===== src/rtl/char_ram_ctrl.sv =====
// Character RAM write controller: two round-robin requesters, bulk clear, and a
// double-buffered bank swap on frame_start. Define CHAR_RAM_AUTOCLEAR_EN to clear the new back bank after every swap.
module char_ram_ctrl #(
  parameter int unsigned COLS       = 80,
  parameter int unsigned ROWS       = 8,
  parameter logic [7:0]  SPACE_CODE = 8'd0
) (
  input  logic       clk,
  input  logic       rst_n,
  input  logic       frame_start,
  input  logic       req_a,
  input  logic       req_b,
  input  logic [6:0] col_a,
  input  logic [6:0] col_b,
  input  logic [2:0] row_a,
  input  logic [2:0] row_b,
  input  logic [7:0] char_a,
  input  logic [7:0] char_b,
  output logic       gnt_a,
  output logic       gnt_b,
  input  logic       clear_req,
  input  logic       swap_req,
  output logic [9:0] ram_addr,
  output logic [7:0] ram_data,
  output logic       wren0,
  output logic       wren1,
  output logic       display_bank,
  output logic       busy,
  output logic       swap_pending,
  output logic       range_err
);

  typedef enum logic [1:0] {
    IDLE  = 2'd0,
    WRITE = 2'd1,
    CLEAR = 2'd2
  } state_t;

  localparam logic [9:0] LAST_ADDR = 10'(COLS * ROWS - 1);

`ifdef CHAR_RAM_AUTOCLEAR_EN
  localparam logic AUTOCLEAR = 1'b1;
`else
  localparam logic AUTOCLEAR = 1'b0;
`endif

  state_t     r_state;
  logic       r_display_bank;
  logic       r_swap_pending;
  logic       r_clear_pending;
  logic       r_prio_b;
  logic [9:0] r_cnt;
  logic       r_gnt_a;
  logic       r_gnt_b;
  logic [9:0] r_ram_addr;
  logic [7:0] r_ram_data;
  logic       r_wren0;
  logic       r_wren1;
  logic       r_busy;
  logic       r_range_err;

  logic       w_swap_go;
  logic       w_bank_next;
  logic       w_start_clear;
  logic       w_pick_b;
  logic [6:0] w_col;
  logic [2:0] w_row;
  logic [7:0] w_char;
  logic       w_in_range;
  logic [9:0] w_addr;

  // Swap decision, arbitration and address generation for the current cycle.
  always_comb begin
    w_swap_go     = frame_start & (r_swap_pending | swap_req) & (r_state != CLEAR);
    w_bank_next   = r_display_bank ^ w_swap_go;
    w_start_clear = ((r_state == IDLE) & (clear_req | r_clear_pending)) | (AUTOCLEAR & w_swap_go);
    if (req_a && req_b) begin
      w_pick_b = r_prio_b;
    end else begin
      w_pick_b = req_b;
    end
    if (w_pick_b) begin
      w_col  = col_b;
      w_row  = row_b;
      w_char = char_b;
    end else begin
      w_col  = col_a;
      w_row  = row_a;
      w_char = char_a;
    end
    w_in_range = ({1'b0, w_col} < 8'(COLS)) && ({1'b0, w_row} < 4'(ROWS));
    w_addr     = 10'(w_row) * 10'(COLS) + 10'(w_col);
  end

  // Controller FSM with all outputs registered; the write lands during the WRITE/CLEAR cycle.
  always_ff @(posedge clk or negedge rst_n) begin
    if (!rst_n) begin
      r_state         <= IDLE;
      r_display_bank  <= 1'b0;
      r_swap_pending  <= 1'b0;
      r_clear_pending <= 1'b0;
      r_prio_b        <= 1'b0;
      r_cnt           <= 10'd0;
      r_gnt_a         <= 1'b0;
      r_gnt_b         <= 1'b0;
      r_ram_addr      <= 10'd0;
      r_ram_data      <= 8'd0;
      r_wren0         <= 1'b0;
      r_wren1         <= 1'b0;
      r_busy          <= 1'b0;
      r_range_err     <= 1'b0;
    end else begin
      r_gnt_a <= 1'b0;
      r_gnt_b <= 1'b0;
      r_wren0 <= 1'b0;
      r_wren1 <= 1'b0;
      if (swap_req) begin
        r_swap_pending <= 1'b1;
      end
      if (w_swap_go) begin
        r_display_bank <= w_bank_next;
        r_swap_pending <= 1'b0;
      end
      if ((r_state == WRITE) && clear_req) begin
        r_clear_pending <= 1'b1;
      end
      // The back bank is taken from the post-swap display bank so a swap at this edge is honoured.
      if (w_start_clear) begin
        r_state         <= CLEAR;
        r_busy          <= 1'b1;
        r_clear_pending <= 1'b0;
        r_cnt           <= 10'd0;
        r_ram_addr      <= 10'd0;
        r_ram_data      <= SPACE_CODE;
        r_wren0         <= w_bank_next;
        r_wren1         <= ~w_bank_next;
      end else begin
        case (r_state)
          IDLE: begin
            if (req_a || req_b) begin
              r_state    <= WRITE;
              r_gnt_a    <= ~w_pick_b;
              r_gnt_b    <= w_pick_b;
              r_prio_b   <= ~w_pick_b;
              r_ram_addr <= w_addr;
              r_ram_data <= w_char;
              if (w_in_range) begin
                r_wren0 <= w_bank_next;
                r_wren1 <= ~w_bank_next;
              end else begin
                r_range_err <= 1'b1;
              end
            end else begin
              r_state <= IDLE;
            end
          end
          WRITE: begin
            r_state <= IDLE;
          end
          CLEAR: begin
            if (r_cnt == LAST_ADDR) begin
              r_state <= IDLE;
              r_busy  <= 1'b0;
            end else begin
              r_cnt      <= r_cnt + 10'd1;
              r_ram_addr <= r_cnt + 10'd1;
              r_wren0    <= w_bank_next;
              r_wren1    <= ~w_bank_next;
            end
          end
          default: begin
            r_state <= IDLE;
            r_busy  <= 1'b0;
          end
        endcase
      end
    end
  end

  assign gnt_a        = r_gnt_a;
  assign gnt_b        = r_gnt_b;
  assign ram_addr     = r_ram_addr;
  assign ram_data     = r_ram_data;
  assign wren0        = r_wren0;
  assign wren1        = r_wren1;
  assign display_bank = r_display_bank;
  assign busy         = r_busy;
  assign swap_pending = r_swap_pending;
  assign range_err    = r_range_err;

endmodule


===== config.mk =====
export PLATFORM = sky130hd
export DESIGN_NAME = char_ram_ctrl
export DESIGN_NICKNAME = d
export VERILOG_FILES = /design/src/rtl/char_ram_ctrl.sv
export SDC_FILE = /design/constraint.sdc
export NUM_CORES = 1
export LEC_CHECK = 0
export ABC_CLOCK_PERIOD_IN_PS = 3160
export CAP_MARGIN = 20
export CORE_MARGIN = 3
export CORE_UTILIZATION = 45
export DETAILED_ROUTE_END_ITERATION = 6
export GPL_ROUTABILITY_DRIVEN = 0
export HOLD_SLACK_MARGIN = 0.15
export PLACE_DENSITY = 0.77
export SLEW_MARGIN = 20
export SYNTH_ARGS = -nofsm -noshare
export SYNTH_HDL_FRONTEND = slang
export SYNTH_SLANG_ARGS = --single-unit

===== constraint.sdc =====
create_clock -name clk -period 3.16 [get_ports clk]
set_clock_uncertainty 0.05 [all_clocks]
set_input_delay 0.632 -clock clk [delete_from_list [all_inputs] [get_ports clk]]
set_output_delay 0.632 -clock clk [all_outputs]
set_load 0.005 [all_outputs]

* After elaboration in Yosys (flattened, before gate mapping)
Cells that the tools add are included.
** Cells by class
- $add $sub $neg :: 2
- Multiply operators :: 1
- Order comparisons :: 1
- Equality and inequality tests :: 9
- Multiplexer cells :: 40
- Bitwise gates (word level) :: 10
- Reduce and logical (&&, ||, !) cells :: 17
** Operators by type and width (count)
- $mux W10 :: 5
- $mux W8 :: 4
- $mux W1 :: 22
- $pmux W10 S2 :: 1
- $add A10 B1 Y10 const B :: 1
- $add A10 B7 Y10 :: 1
- $eq A10 B10 Y1 const B :: 1
- $reduce_bool A2 Y1 :: 5
- $lt A7 B7 Y1 const B :: 1
- $mux W7 :: 1
- $mul A3 B3 Y6 const B :: 1
- $ne A3 B3 Y1 const B :: 2
- $pmux W1 S2 :: 3
- $reduce_and A2 Y1 :: 3
- $reduce_and A3 Y1 :: 2
- $mux W2 :: 2
- $ne A2 B2 Y1 const B :: 2
- $not A1 Y1 :: 4
- $pmux W2 S2 :: 1
- $reduce_and A4 Y1 :: 1
- $and A1 B1 Y1 :: 3
- $mux W3 :: 1
- $ne A3 B2 Y1 const B :: 1
- $reduce_bool A3 Y1 :: 1
- other kinds (9) :: 11
** Word-level totals
- Register bits after elaboration :: 40
- Bits of input ports :: 43
- Output and inout port bits :: 26

* Longest topological paths before layout
- Depth in word-level cells :: 9
- Mapped depth :: 13
- Gate-level depth less buffers :: 11

* Least setup slack after synthesis
OpenSTA, ideal clock, no wires.
- Kind :: input to register
- From :: in req_a
- To :: reg r_ram_addr[9] (netlist: ram_addr[9])
- Setup time :: 0.122 ns
- Arrival time :: 2.845 ns
- Data required time :: 2.988 ns
- Slack :: 0.144 ns
- Cell stages on the path :: 13
- Buffers on the path :: 2
- Cell sequence :: inv_1 o21ai_1 buf_6 buf_6 mux2i_1 inv_1 ha_1 ha_1 nand2_1 nor3_1 xnor2_1 a21oi_1 a32o_1
** On the way
- Word-level cells in the longest chain between the ends :: 8
- Elaborated cells between the ends (all ways) :: 12
- Classes of those cells :: 1 x add/sub; 1 x mul; 1 x eq/ne; 6 x mux; 3 x reduce/logical
** Ends and longest elaborated chain
- start: declaration :: RTL line 11 : input logic req_a,
- $logic_and A1 B1 Y1 :: RTL line 77 : if (req_a && req_b) begin
- $mux W1 :: RTL line 77
- $mux W3 :: RTL line 82 : if (w_pick_b) begin
- $mul A3 B3 Y6 :: RTL line 92 : w_addr = 10'(w_row) * 10'(COLS) + 10'(w_col);
- $add A10 B7 Y10 :: RTL line 92
- $mux W10 :: RTL line 140 : if (req_a || req_b) begin
- $pmux W10 S2 :: RTL line 138 : case (r_state)
- $mux W10 :: RTL line 128 : if (w_start_clear) begin
- end signal: assignment :: RTL line 145 : r_ram_addr <= w_addr;
- end signal: assignment :: RTL line 166 : r_ram_addr <= r_cnt + 10'd1;
- end: declaration :: RTL line 55 : logic [9:0] r_ram_addr;
Parallel ways exist; a longest one is shown, timed or not. The select of a mux whose other input is x is not followed.
A chain may end at the register's enable or synchronous reset.

* Final worst setup path
- From :: in req_a
- To :: reg r_ram_addr[8] (netlist: ram_addr[8])
The elaborated chain is that of the path after synthesis.

==> flow_metrics.py <==
metrics = {
    "status": {
        "status": "complete, no violations",
    },
    "clock_tree": {
        "ctsHoldBuffers": 0,
        "clkLatencyLatePin_ps": 300,
        "clock_sinks": 40,
        "clkSlewWorstSetupHoldPaths_ps": 90,
        "post-cts-setup-buffers": 0,
        "h-tree-depth": 2,
        "cts_buffers": 5,
        "cts_resized": 0,
        "cts_buffer_depth": 2,
        "cts_root_buf": "clkbuf_8",
        "cts_tree": "built",
    },
    "critical_path": {
        "critPathMaxFanout": 5,
        "critPathLaunchType": "input port",
        "path_class": "input port to flop",
        "slowest_delay_ps": 480,
        "crit_top_cell": "ha_1",
        "required_ps": 3300,
        "crit_slowest_cell": "clkdlybuf4s50_1",
        "cp.arrival_ps": 3140,
        "path_delay_family": "compound AO/OA/AOI/OAI gates",
        "critPathBufInv": 2,
        "crit_chain": "clkdlybuf4s50_1, inv_1, o21ai_4, mux2_2, ha_1, ha_1, nor2b_1, o21ai_0, xor2_1, nand2_1, a32o_1",
        "cp-end-kind": "flop",
    },
    "yosys": {
        "yosysWarningCount": 0,
        "synth_edf_count": 0,
        "syn_area_mm2": 0.00224,
        "synth.most_common_cell": "dfrtp_1",
        "synthTopCellsByArea": "dfrtp_1, mux2i_1, nand2_1",
        "ys_ff_latch": 40,
        "synth_flop_cell": "dfrtp_1",
        "synthTopCellsByCount": "dfrtp_1, nand2_1, o21ai_0, nor2_1, mux2i_1",
        "ys_seq_area_share_pct": 44.6,
        "syn_nets": 282,
        "avgSynthCellArea_um2": 9.71,
        "syn_inst": 231,
        "synthArstFlopShare_pct": 100,
        "synth_cell_types": 43,
        "yosysTopAreaCellShare_pct": 44.6,
        "yosysTopAreaCell": "dfrtp_1",
    },
    "routing": {
        "firstDrtPassIters": 4,
        "routed_wl_mm": 5.29,
        "avgViaCountPerCell": 5.23,
        "postRouteAntennaNets": 0,
        "drc": 0,
        "wl_per_cell_um": 14.2,
        "vias": 1947,
        "drtIter0Drc": 66,
    },
    "die": {
        "die_area_mm2": 0.00587,
        "rows": 25,
        "initial_core_util_pct": 46.9,
        "ios": 69,
        "fp.dieW_um": 76.6,
        "core-area_mm2": 0.00479,
        "die_h_um": 76.6,
    },
    "run": {
        "drv_cap": 0,
    },
    "power_and_ir_drop": {
        "intPower_mw": 1.57,
        "p_leak_nw": 1.40,
        "switching_share_pct": 36.0,
        "p_total_mw": 2.45,
        "combPwrFrac_pct": 46.4,
        "p_per_area_mw_per_mm2": 778,
        "power_frac_clock_pct": 18.2,
        "power.switching_uw": 880,
        "ir_drop_uv": 355,
        "p_seq_share_pct": 35.4,
    },
    "finish": {
        "fin_cells": 372,
        "post-route-util_pct": 65.7,
        "final-seq-area_mm2": 0.00100,
        "fin_nets": 355,
        "diodes": 0,
        "layout-drive-gt1-share_pct": 12.5,
        "multiInputGateArea_mm2": 0.00117,
        "fillers": 402,
        "area_growth_pct": 40.2,
    },
    "sta": {
        "report.final.slew_viol_count": 0,
        "fmax_ghz": 0.333,
        "finalCritPeriodShare_pct": 95.0,
        "finalCriticalPeriod_ps": 3000,
        "relSlewSlack_pct": 39.8,
        "tns_ps": 0,
        "hold_viol": 0,
        "setup_viol": 0,
        "tightest_slew_ps": 903,
    },
    "global_route": {
        "grt-ovfl-total": 0,
        "grt_pass1_wl_mm": 8.74,
        "antenna_found_initial": 0,
        "grt_pass1_vias": 1818,
        "grt_max_degree": 41,
        "grt_usage_pct": 18.6,
    },
    "min_path": {
        "min_path_type": "input port to asynchronous set/reset pin",
    },
    "placement": {
        "port_buffers": 68,
        "place_hpwl_mm": 3.99,
        "placed_cells": 364,
    },
}
-- worst paths after layout --
kind                                  startpoint  slack, ps  depth (start not counted)                 endpoint
max reg2reg                 r_prio_b$_DFFE_PN0P_        580                          9  ram_addr[8]$_DFFE_PN0P_
max                                        req_a        160                         11  ram_addr[8]$_DFFE_PN0P_
max in group asynchronous                  rst_n       2090                          1  ram_data[6]$_DFFE_PN0P_
min reg2reg                range_err$_DFFE_PN0P_        430                          1    range_err$_DFFE_PN0P_
min                                        rst_n        400                          1  ram_addr[4]$_DFFE_PN0P_
min in group clk           range_err$_DFFE_PN0P_        430                          1    range_err$_DFFE_PN0P_
-- power groups by stage --
stage                     clock network, mW  logic [mW]  registers, mW
after global placement                    0        1.11          0.865
final                                 0.446        1.14          0.865
after floorplan                           0       0.646          0.853
after detailed placement                  0        1.14          0.870
after global routing                  0.471        1.27          0.889
after CTS                             0.449        1.15          0.861
-- metal layers --
metal	wire (µm)	share of wire, %	track usage [%]
met1	2330	44	23.7
met2	2680	51	32.2
met3	216	4.1	4.37
met4	68	1.3	4.35
met5	0	0	0
-- state kept, by name, summed over array words and instances, names as in the netlist --
name / flops
display_bank: 1
busy: 1
ram_addr: 10
r_cnt: 10
wren1: 1
r_state: 2
gnt_a: 1
ram_data: 8
gnt_b: 1
swap_pending: 1
r_clear_pending: 1
r_prio_b: 1
range_err: 1
wren0: 1
-- through the flow --
step                      hold WS, ps  instance area (µm²)  setup slack (ps)
after floorplan                   286                 2240               144
after global placement            411                 3010              -169
after detailed placement          413                 3010              -225
after CTS                         426                 3130              85.3
after global routing              459                 3150             -16.3
final                             403                 3150               159
-- cell usage in the layout, fill, tap and decap left out, types with 8 or more instances in the layout --
cell type	instances
o21ai_0	22
xnor2_1	9
clkdlybuf4s50_1	67
mux2i_1	13
dfrtp_1	40
nor2_1	18
buf_4	9
nand2_1	32
a21oi_1	8
-- cell families (layout without fill, tap and decap cells) --
group,Yosys count,after routing,synth area share [%]
xor gates and xnor gates,13,13,5.08
muxes,20,20,9.31
and+or+nand+nor,77,77,16.8
AOI/OAI and AO/OA,54,54,15.1
buffers and inverters,19,93,4.35
DFF,40,40,44.6
adders and majority gates,8,8,4.80
-- layout make-up --
cell class	count	area share (%)
multi-input combinational	172	37.1
sequential	40	31.8
timing repair buffer	77	23.6
tap	67	2.67
clock buffer	6	2.63
clock inverter	2	1.23
inverter	8	0.955
Note: power is estimated with default switching activity, not from simulation.
